`config.mk`:
```
export PLATFORM = sky130hd
export DESIGN_NAME = packet_assembler
export DESIGN_NICKNAME = d
export VERILOG_FILES = /design/src/rtl/packet_assembler.sv
export SDC_FILE = /design/constraint.sdc
export NUM_CORES = 1
export LEC_CHECK = 0
export CAP_MARGIN = 20
export CORE_AREA = 2 2 88 90
export DETAILED_ROUTE_END_ITERATION = 12
export DIE_AREA = 0 0 90 92
export HOLD_SLACK_MARGIN = 0.02
export PLACE_DENSITY_LB_ADDON = 0.2
export SLEW_MARGIN = 20
export SYNTH_ARGS = -nofsm -noshare
export SYNTH_HDL_FRONTEND = slang
export SYNTH_SLANG_ARGS = --single-unit
```
`constraint.sdc`:
```
create_clock -name clk -period 2.2 [get_ports clk]
set_clock_uncertainty 0.1 [all_clocks]
set_input_delay 0.22 -clock clk [delete_from_list [all_inputs] [get_ports clk]]
set_output_delay 0.22 -clock clk [all_outputs]
set_load 0.01 [all_outputs]
```
`src/rtl/packet_assembler.sv`:
```
// Double-buffered word-to-packet assembler with valid/ready output and legacy send pulse.
// Define PACKET_TIMEOUT_EN to flush idle partial packets (padded with PAD_WORD) after TIMEOUT_CYCLES.
module packet_assembler #(
  parameter int                    WORD_WIDTH     = 8,
  parameter int                    PACKET_WORDS   = 4,
  parameter int                    TIMEOUT_CYCLES = 1024,
  parameter logic [WORD_WIDTH-1:0] PAD_WORD       = '0
) (
  input  logic                               clk,
  input  logic                               reset,
  input  logic [WORD_WIDTH-1:0]              word,
  input  logic                               write,
  output logic [PACKET_WORDS*WORD_WIDTH-1:0] sys_packet,
  output logic                               packet_valid,
  input  logic                               packet_ready,
  output logic                               send,
  output logic [$clog2(PACKET_WORDS+1)-1:0]  packet_len,
  output logic [$clog2(PACKET_WORDS+1)-1:0]  fill_level,
  output logic                               overflow,
  input  logic                               clear_overflow
);
  localparam int LW = $clog2(PACKET_WORDS+1);

  typedef enum logic {FILLING, WAIT_HOLD} state_t;
  typedef logic [PACKET_WORDS-1:0][WORD_WIDTH-1:0] pkt_t;

  state_t        state_q, state_d;
  pkt_t          fill_q, fill_d;
  pkt_t          hold_q, hold_d;
  logic          valid_q, valid_d;
  logic          send_q, send_d;
  logic [LW-1:0] len_q, len_d;
  logic [LW-1:0] lvl_q, lvl_d;
  logic          ovf_q, ovf_d;
  logic          hold_free;
  logic          expire;

`ifdef PACKET_TIMEOUT_EN
  localparam int CW = $clog2(TIMEOUT_CYCLES+1);
  logic [CW-1:0] cnt_q, cnt_d;

  // Expiry is the idle edge that would bring the counter to TIMEOUT_CYCLES.
  assign expire = (state_q == FILLING) && !write && (lvl_q != '0) &&
                  (cnt_q == CW'(TIMEOUT_CYCLES-1));

  always_comb begin
    cnt_d = '0;
    if ((state_q == FILLING) && !write && (lvl_q != '0) && !expire)
      cnt_d = cnt_q + CW'(1);
  end
`else
  logic unused_cfg;
  assign unused_cfg = ^{PAD_WORD, TIMEOUT_CYCLES[0]};
  assign expire     = 1'b0;
`endif

  assign hold_free = !valid_q || packet_ready;

  always_comb begin
    state_d = state_q;
    fill_d  = fill_q;
    hold_d  = hold_q;
    valid_d = valid_q;
    send_d  = 1'b0;
    len_d   = len_q;
    lvl_d   = lvl_q;
    ovf_d   = ovf_q;
    if (clear_overflow) ovf_d = 1'b0;
    if (valid_q && packet_ready) valid_d = 1'b0;
    case (state_q)
      FILLING: begin
        if (write) begin
          for (int i = 0; i < PACKET_WORDS; i++)
            if (lvl_q == LW'(i)) fill_d[i] = word;
          if (lvl_q == LW'(PACKET_WORDS-1)) begin
            if (hold_free) begin
              hold_d  = fill_d;
              valid_d = 1'b1;
              send_d  = 1'b1;
              len_d   = LW'(PACKET_WORDS);
              lvl_d   = '0;
            end else begin
              lvl_d   = LW'(PACKET_WORDS);
              state_d = WAIT_HOLD;
            end
          end else begin
            lvl_d = lvl_q + LW'(1);
          end
        end else if (expire) begin
          // Partial flush: pad unwritten slots, keep the partial count as the length.
          for (int i = 0; i < PACKET_WORDS; i++)
            if (LW'(i) >= lvl_q) fill_d[i] = PAD_WORD;
          if (hold_free) begin
            hold_d  = fill_d;
            valid_d = 1'b1;
            send_d  = 1'b1;
            len_d   = lvl_q;
            lvl_d   = '0;
          end else begin
            state_d = WAIT_HOLD;
          end
        end
      end
      WAIT_HOLD: begin
        if (write) ovf_d = 1'b1;
        if (valid_q && packet_ready) begin
          hold_d  = fill_q;
          len_d   = lvl_q;
          valid_d = 1'b1;
          send_d  = 1'b1;
          lvl_d   = '0;
          state_d = FILLING;
        end
      end
      default: state_d = FILLING;
    endcase
  end

  always_ff @(posedge clk) begin
    if (!reset) begin
      state_q <= FILLING;
      fill_q  <= '0;
      hold_q  <= '0;
      valid_q <= 1'b0;
      send_q  <= 1'b0;
      len_q   <= LW'(PACKET_WORDS);
      lvl_q   <= '0;
      ovf_q   <= 1'b0;
`ifdef PACKET_TIMEOUT_EN
      cnt_q   <= '0;
`endif
    end else begin
      state_q <= state_d;
      fill_q  <= fill_d;
      hold_q  <= hold_d;
      valid_q <= valid_d;
      send_q  <= send_d;
      len_q   <= len_d;
      lvl_q   <= lvl_d;
      ovf_q   <= ovf_d;
`ifdef PACKET_TIMEOUT_EN
      cnt_q   <= cnt_d;
`endif
    end
  end

  assign sys_packet   = hold_q;
  assign packet_valid = valid_q;
  assign send         = send_q;
  assign packet_len   = len_q;
  assign fill_level   = lvl_q;
  assign overflow     = ovf_q;
endmodule
```
**Word level (Yosys, flattened, before mapping)**

Cells that the tools add are included.

- Register bits after elaboration: 74
- Bits of input ports: 13

- Add/sub/neg operators: 1
- Eq/ne operators: 7
- Muxes and demuxes: 38
- Bitwise operators: 1
- Reduce and logical (&&, ||, !) cells: 7

Operators with widths:

| cell | number |
|---|---|
| 32-bit two-way mux | 4 |
| 32-bit case mux with 2 select lines | 1 |
| 8-bit two-way mux | 4 |
| 3-bit two-way mux | 8 |
| 1-bit two-way mux | 16 |
| 3-bit case mux with 2 select lines | 2 |
| 3-bit by 2-bit equality test with 1-bit output (second input constant) | 2 |
| 2-bit != test (second input constant) | 3 |
| 1-bit case mux with 2 select lines | 3 |
| 2-bit AND reduction | 2 |
| 4-bit AND reduction | 1 |
| 3-bit by 1-bit adder with 3-bit output (second input constant) | 1 |
| 3-bit by 1-bit equality test with 1-bit output (second input constant) | 1 |
| 3-bit logical NOT | 1 |
| 2-bit by 1-bit != test with 1-bit output (second input constant) | 1 |
| 1-bit logical AND | 1 |
| 1-bit logical NOT | 1 |
| 1-bit logical OR | 1 |
| 1-bit inverter | 1 |

**Longest topological paths before layout**

Gate-level depths: netlist (run 1).

- Word-level depth: 6
- Gate-level depth with buffers: 6

**Least setup slack after synthesis (run 1)**

Ideal clock, no wire load.

- Path kind: reg2reg
- Start: reg lvl_q[0], in the netlist fill_level[0]
- End: reg hold_q (netlist bit sys_packet[0])
- Data arrival time: 1.385 ns
- Required time: 1.981 ns
- Slack: 0.595 ns
- Cell stages (with the launch flop): 6
- Buffers on the path: 1
- Clock period less this slack: 1.605 ns
- Cells stage by stage: dfxtp_1 ha_1 nand4bb_1 a21oi_4 buf_6 a21oi_2

- Longest elaborated chain between the ends: 6
- Elaborated cells on any way between the ends: 9
- Those cells by class: eq/ne: 2; mux: 5; reduce/logical: 2

RTL lines:

| what | RTL line | text |
|---|---|---|
| from (decl) | 33 | `logic [LW-1:0] lvl_q, lvl_d;` |
| from (signal assigned) | 139 | `lvl_q <= lvl_d;` |
| 3-bit logical NOT | 74 | `if (lvl_q == LW'(i)) fill_d[i] = word;` |
| 8-bit two-way mux | 74 |  |
| 32-bit two-way mux | 76 | `if (hold_free) begin` |
| 32-bit two-way mux | 75 | `if (lvl_q == LW'(PACKET_WORDS-1)) begin` |
| 32-bit two-way mux | 72 | `if (write) begin` |
| 32-bit case mux with 2 select lines | 70 | `case (state_q)` |
| to (signal assigned) | 135 | `hold_q <= hold_d;` |
| to (decl) | 29 | `pkt_t hold_q, hold_d;` |

Parallel ways exist; a longest one is shown, timed or not. The select of a mux whose other input is x is not followed.
A chain may end at the register's enable or synchronous reset.

**Worst setup path in the final report (run 1)**

- Start: reg lvl_q[2], in the netlist fill_level[2]
- End: out fill_level[2]

RTL lines:

| what | RTL line | text |
|---|---|---|
| to (decl) | 18 | `output logic [$clog2(PACKET_WORDS+1)-1:0] fill_level,` |

No word-level cell between the ends.

==> flow_summary.yaml, run 1 <==
clock_network:
  cts_tree: "built"
  cts.reportedPaths.clkPinSlew_ns: 0.08
  clk-insertion-delay-late_ns: 0.34
  clock-root-buffer: "clkbuf_8"
  htreeDepth: 3
  cts_hold_buffers: 0
  postCtsSetupBuffers: 0
  cts_max_path_buffers: 2
  cts_sinks: 74
  cts_buffers: 9
  cts.repair.resized: 0
worst_setup_path:
  start_kind: "flop"
  critPathBufInv: 1
  crit_path_top_delay_cell: "clkdlybuf4s50_1"
  cp.required_ns: 1.88
  reg2reg_depth: 4
  reg2reg_slack_ns: 0.37
  path_max_fanout: 12
  crit_cells: 1
  crit_arrival_ns: 1.56
  endpoint_kind: "output port"
  r2r-start: "state_q"
  path_delay_family: "buffers and inverters"
  path_cells: "clkdlybuf4s50_1"
  slowest_delay_ns: 0.62
  critPathKind: "flop to output port"
  timing.rr.end: "packet_len[2]"
detailed_routing:
  drc_errors: 0
  wirelength_mm: 8.47
  drtIter0Drc: 130
  dr.pass1.iters: 4
  wire_per_inst_microns: 16.4
  via_per_inst: 5.56
  num_vias: 2875
  ant_nets: 0
global_routing:
  grt_pass1_vias: 2813
  grt_usage: 0.213
  grt_overflow: 0
  grt_start_max_net_pins: 38
  antenna_found_initial: 0
  grt_pass1_wl_mm: 14.1
floorplan:
  die_area_sq_mm: 0.00828
  die_h_microns: 92
  core_area_sq_mm: 0.00745
  io_pins: 54
  start_util: 0.532
  die_x_microns: 90
  rows: 32
synthesis:
  synth.area.top_cells: "dfxtp_1 37%, mux2i_1 14%, o221ai_2 11%, a21oi_2 6.6%, a21o_1 6.1%"
  muxShareOfSynthArea: 0.144
  synth.largest_area_cell: "dfxtp_1"
  syn_nets: 389
  synth-main-ff-cell: "dfxtp_1"
  ys_ff_latch: 74
  synth_xor_xnor_area_share: 0
  async_reset_ff_frac: 0
  synth_area_per_cell_sq_um: 10.7
  ys_types: 34
  syn-instance-count: 372
  synth_fa_ha_area_frac: 0.0126
  ys_warn_count: 0
  synth_edf_count: 0
  synth.top_cell.area_share: 0.374
  synth_compound_area_frac: 0.290
  synth_area_sq_mm: 0.00397
  synth-simple-area-share: 0.105
  synth_common_cells: "74 x dfxtp_1, 57 x mux2i_1, 32 x a21o_1"
  synth.most_common_cell: "dfxtp_1"
  yosysSeqAreaShare: 0.374
  synth_top_family_by_area: "compound AO/OA/AOI/OAI gates"
sta:
  report.final.slew_viol_count: 0
  final-setup-viol-count: 0
  hold_ws_ns: 0.214
  period_share: 0.855
  setup_slack_ns: 0.318
  fin_setup_tns_ns: 0
  worst_pin_slew_ns: 0.603
  slew_headroom: 0.597
  fmax_mhz: 531
  layout_min_cycle_time_ns: 1.88
  final-hold-violation-count: 0
  rsz0062_at_grt: "false"
place:
  placed_area_sq_mm: 0.00454
  portBuffers: 53
  placedCellCount: 501
  routabilityCongestion: 0.755
  place_hpwl_mm: 5.60
  pre_cts_slack_ns: 0.282
power:
  power_mw: 2.87
  powerDensity_mw_per_mm2: 603
  p_leak_nw: 1.82
  peakVddDrop_v: 0.000334
layout:
  area_delta_synth_final_pct: 20.1
  num_antenna_cells: 0
  instances_no_fill: 517
  utilization: 0.639
  drive_above_1_share: 0.241
  fin_nets: 427
  post-route-cell-area_sq_mm: 0.00476
worst_hold_path:
  holdCritPathClass: "input port to flop"
  min_from: "reset"
  min_path_cells: 3
  min_to: "state_q"
outcome:
  outcome: "complete, no violations"
flow_run:
  drv_cap: 0
-- tightest hold or removal path, cell delays in order --
cell and delay, ns:
buf_2 0.25, nand2_1 0.11, nor2_1 0.03
-- layout by cell type (no fill, tap or decap), types with 2 or more instances in the layout --
cell | netlist | routed
inv_1 | 5 | 5
a21o_1 | 32 | 32
bufinv_16 | 0 | 2
nor3b_1 | 4 | 4
o221ai_2 | 30 | 30
dfxtp_1 | 74 | 74
o221ai_1 | 2 | 2
nor2b_1 | 26 | 26
and3_1 | 2 | 2
buf_12 | 0 | 4
clkinv_2 | 0 | 2
a21boi_1 | 14 | 14
nand3_1 | 5 | 5
clkdlybuf4s50_1 | 0 | 52
clkbuf_8 | 0 | 10
a21oi_1 | 3 | 3
a21oi_2 | 30 | 30
ha_1 | 4 | 4
a22oi_1 | 2 | 2
nand2b_1 | 3 | 2
nand2_1 | 21 | 21
buf_4 | 10 | 15
mux2i_1 | 57 | 57
-- per-layer routing --
metal / routed length [microns] / GRT usage
met2: 4080 / 0.373
met4: 108 / 0.0641
met3: 272 / 0.0460
met1: 4010 / 0.262
met5: 0 / 0
-- cell families (layout without fill, tap and decap cells) --
group | Yosys count | in the layout
AO/OA/AOI/OAI | 118 | 118
flip-flops | 74 | 74
buffers and inverters | 50 | 93
AND/OR/NAND/NOR | 69 | 69
adder cells (fa/ha/maj) | 4 | 4
multiplexers | 57 | 57
-- flip-flops by register name, indices dropped and copies added, names as in the netlist --
name,cells
fill_q,32
state_q,1
packet_len,3
fill_level,3
overflow,1
packet_valid,1
send,1
sys_packet,32
-- how the worst max path moves through the flow --
stage	start	endpoint	slack, ns
global placement	write	packet_len[2]	0.36
CTS	fill_level[2]	fill_level[2]	0.28
finish	fill_level[2]	fill_level[2]	0.32
global route	state_q	packet_len[2]	0.21
detailed placement	write	packet_len[2]	0.28
floorplan	fill_level[0]	sys_packet[0]	0.60
-- where the power goes --
part	switching, mW	internal (mW)	total [mW]
registers	0.0220	1.37	1.39
clock network	0.507	0.667	1.17
logic	0.156	0.150	0.306
-- layout make-up --
cell class,count,area (sq um)
fillers,640,2690
multi-input cells,248,2200
flip-flops and latches,74,1480
repair buffers,72,718
clock buffers,11,141
well taps,102,128
clock inverters,5,77.6
inverters,5,18.8
No activity file was read; power rests on OpenSTA's default activity.
==> run 2: changes to the inputs <==
- TNS_END_PERCENT: default -> 100
==> results of run 2 <==
Same layout as run 1: the final DEF is identical, and so are final timing and power.
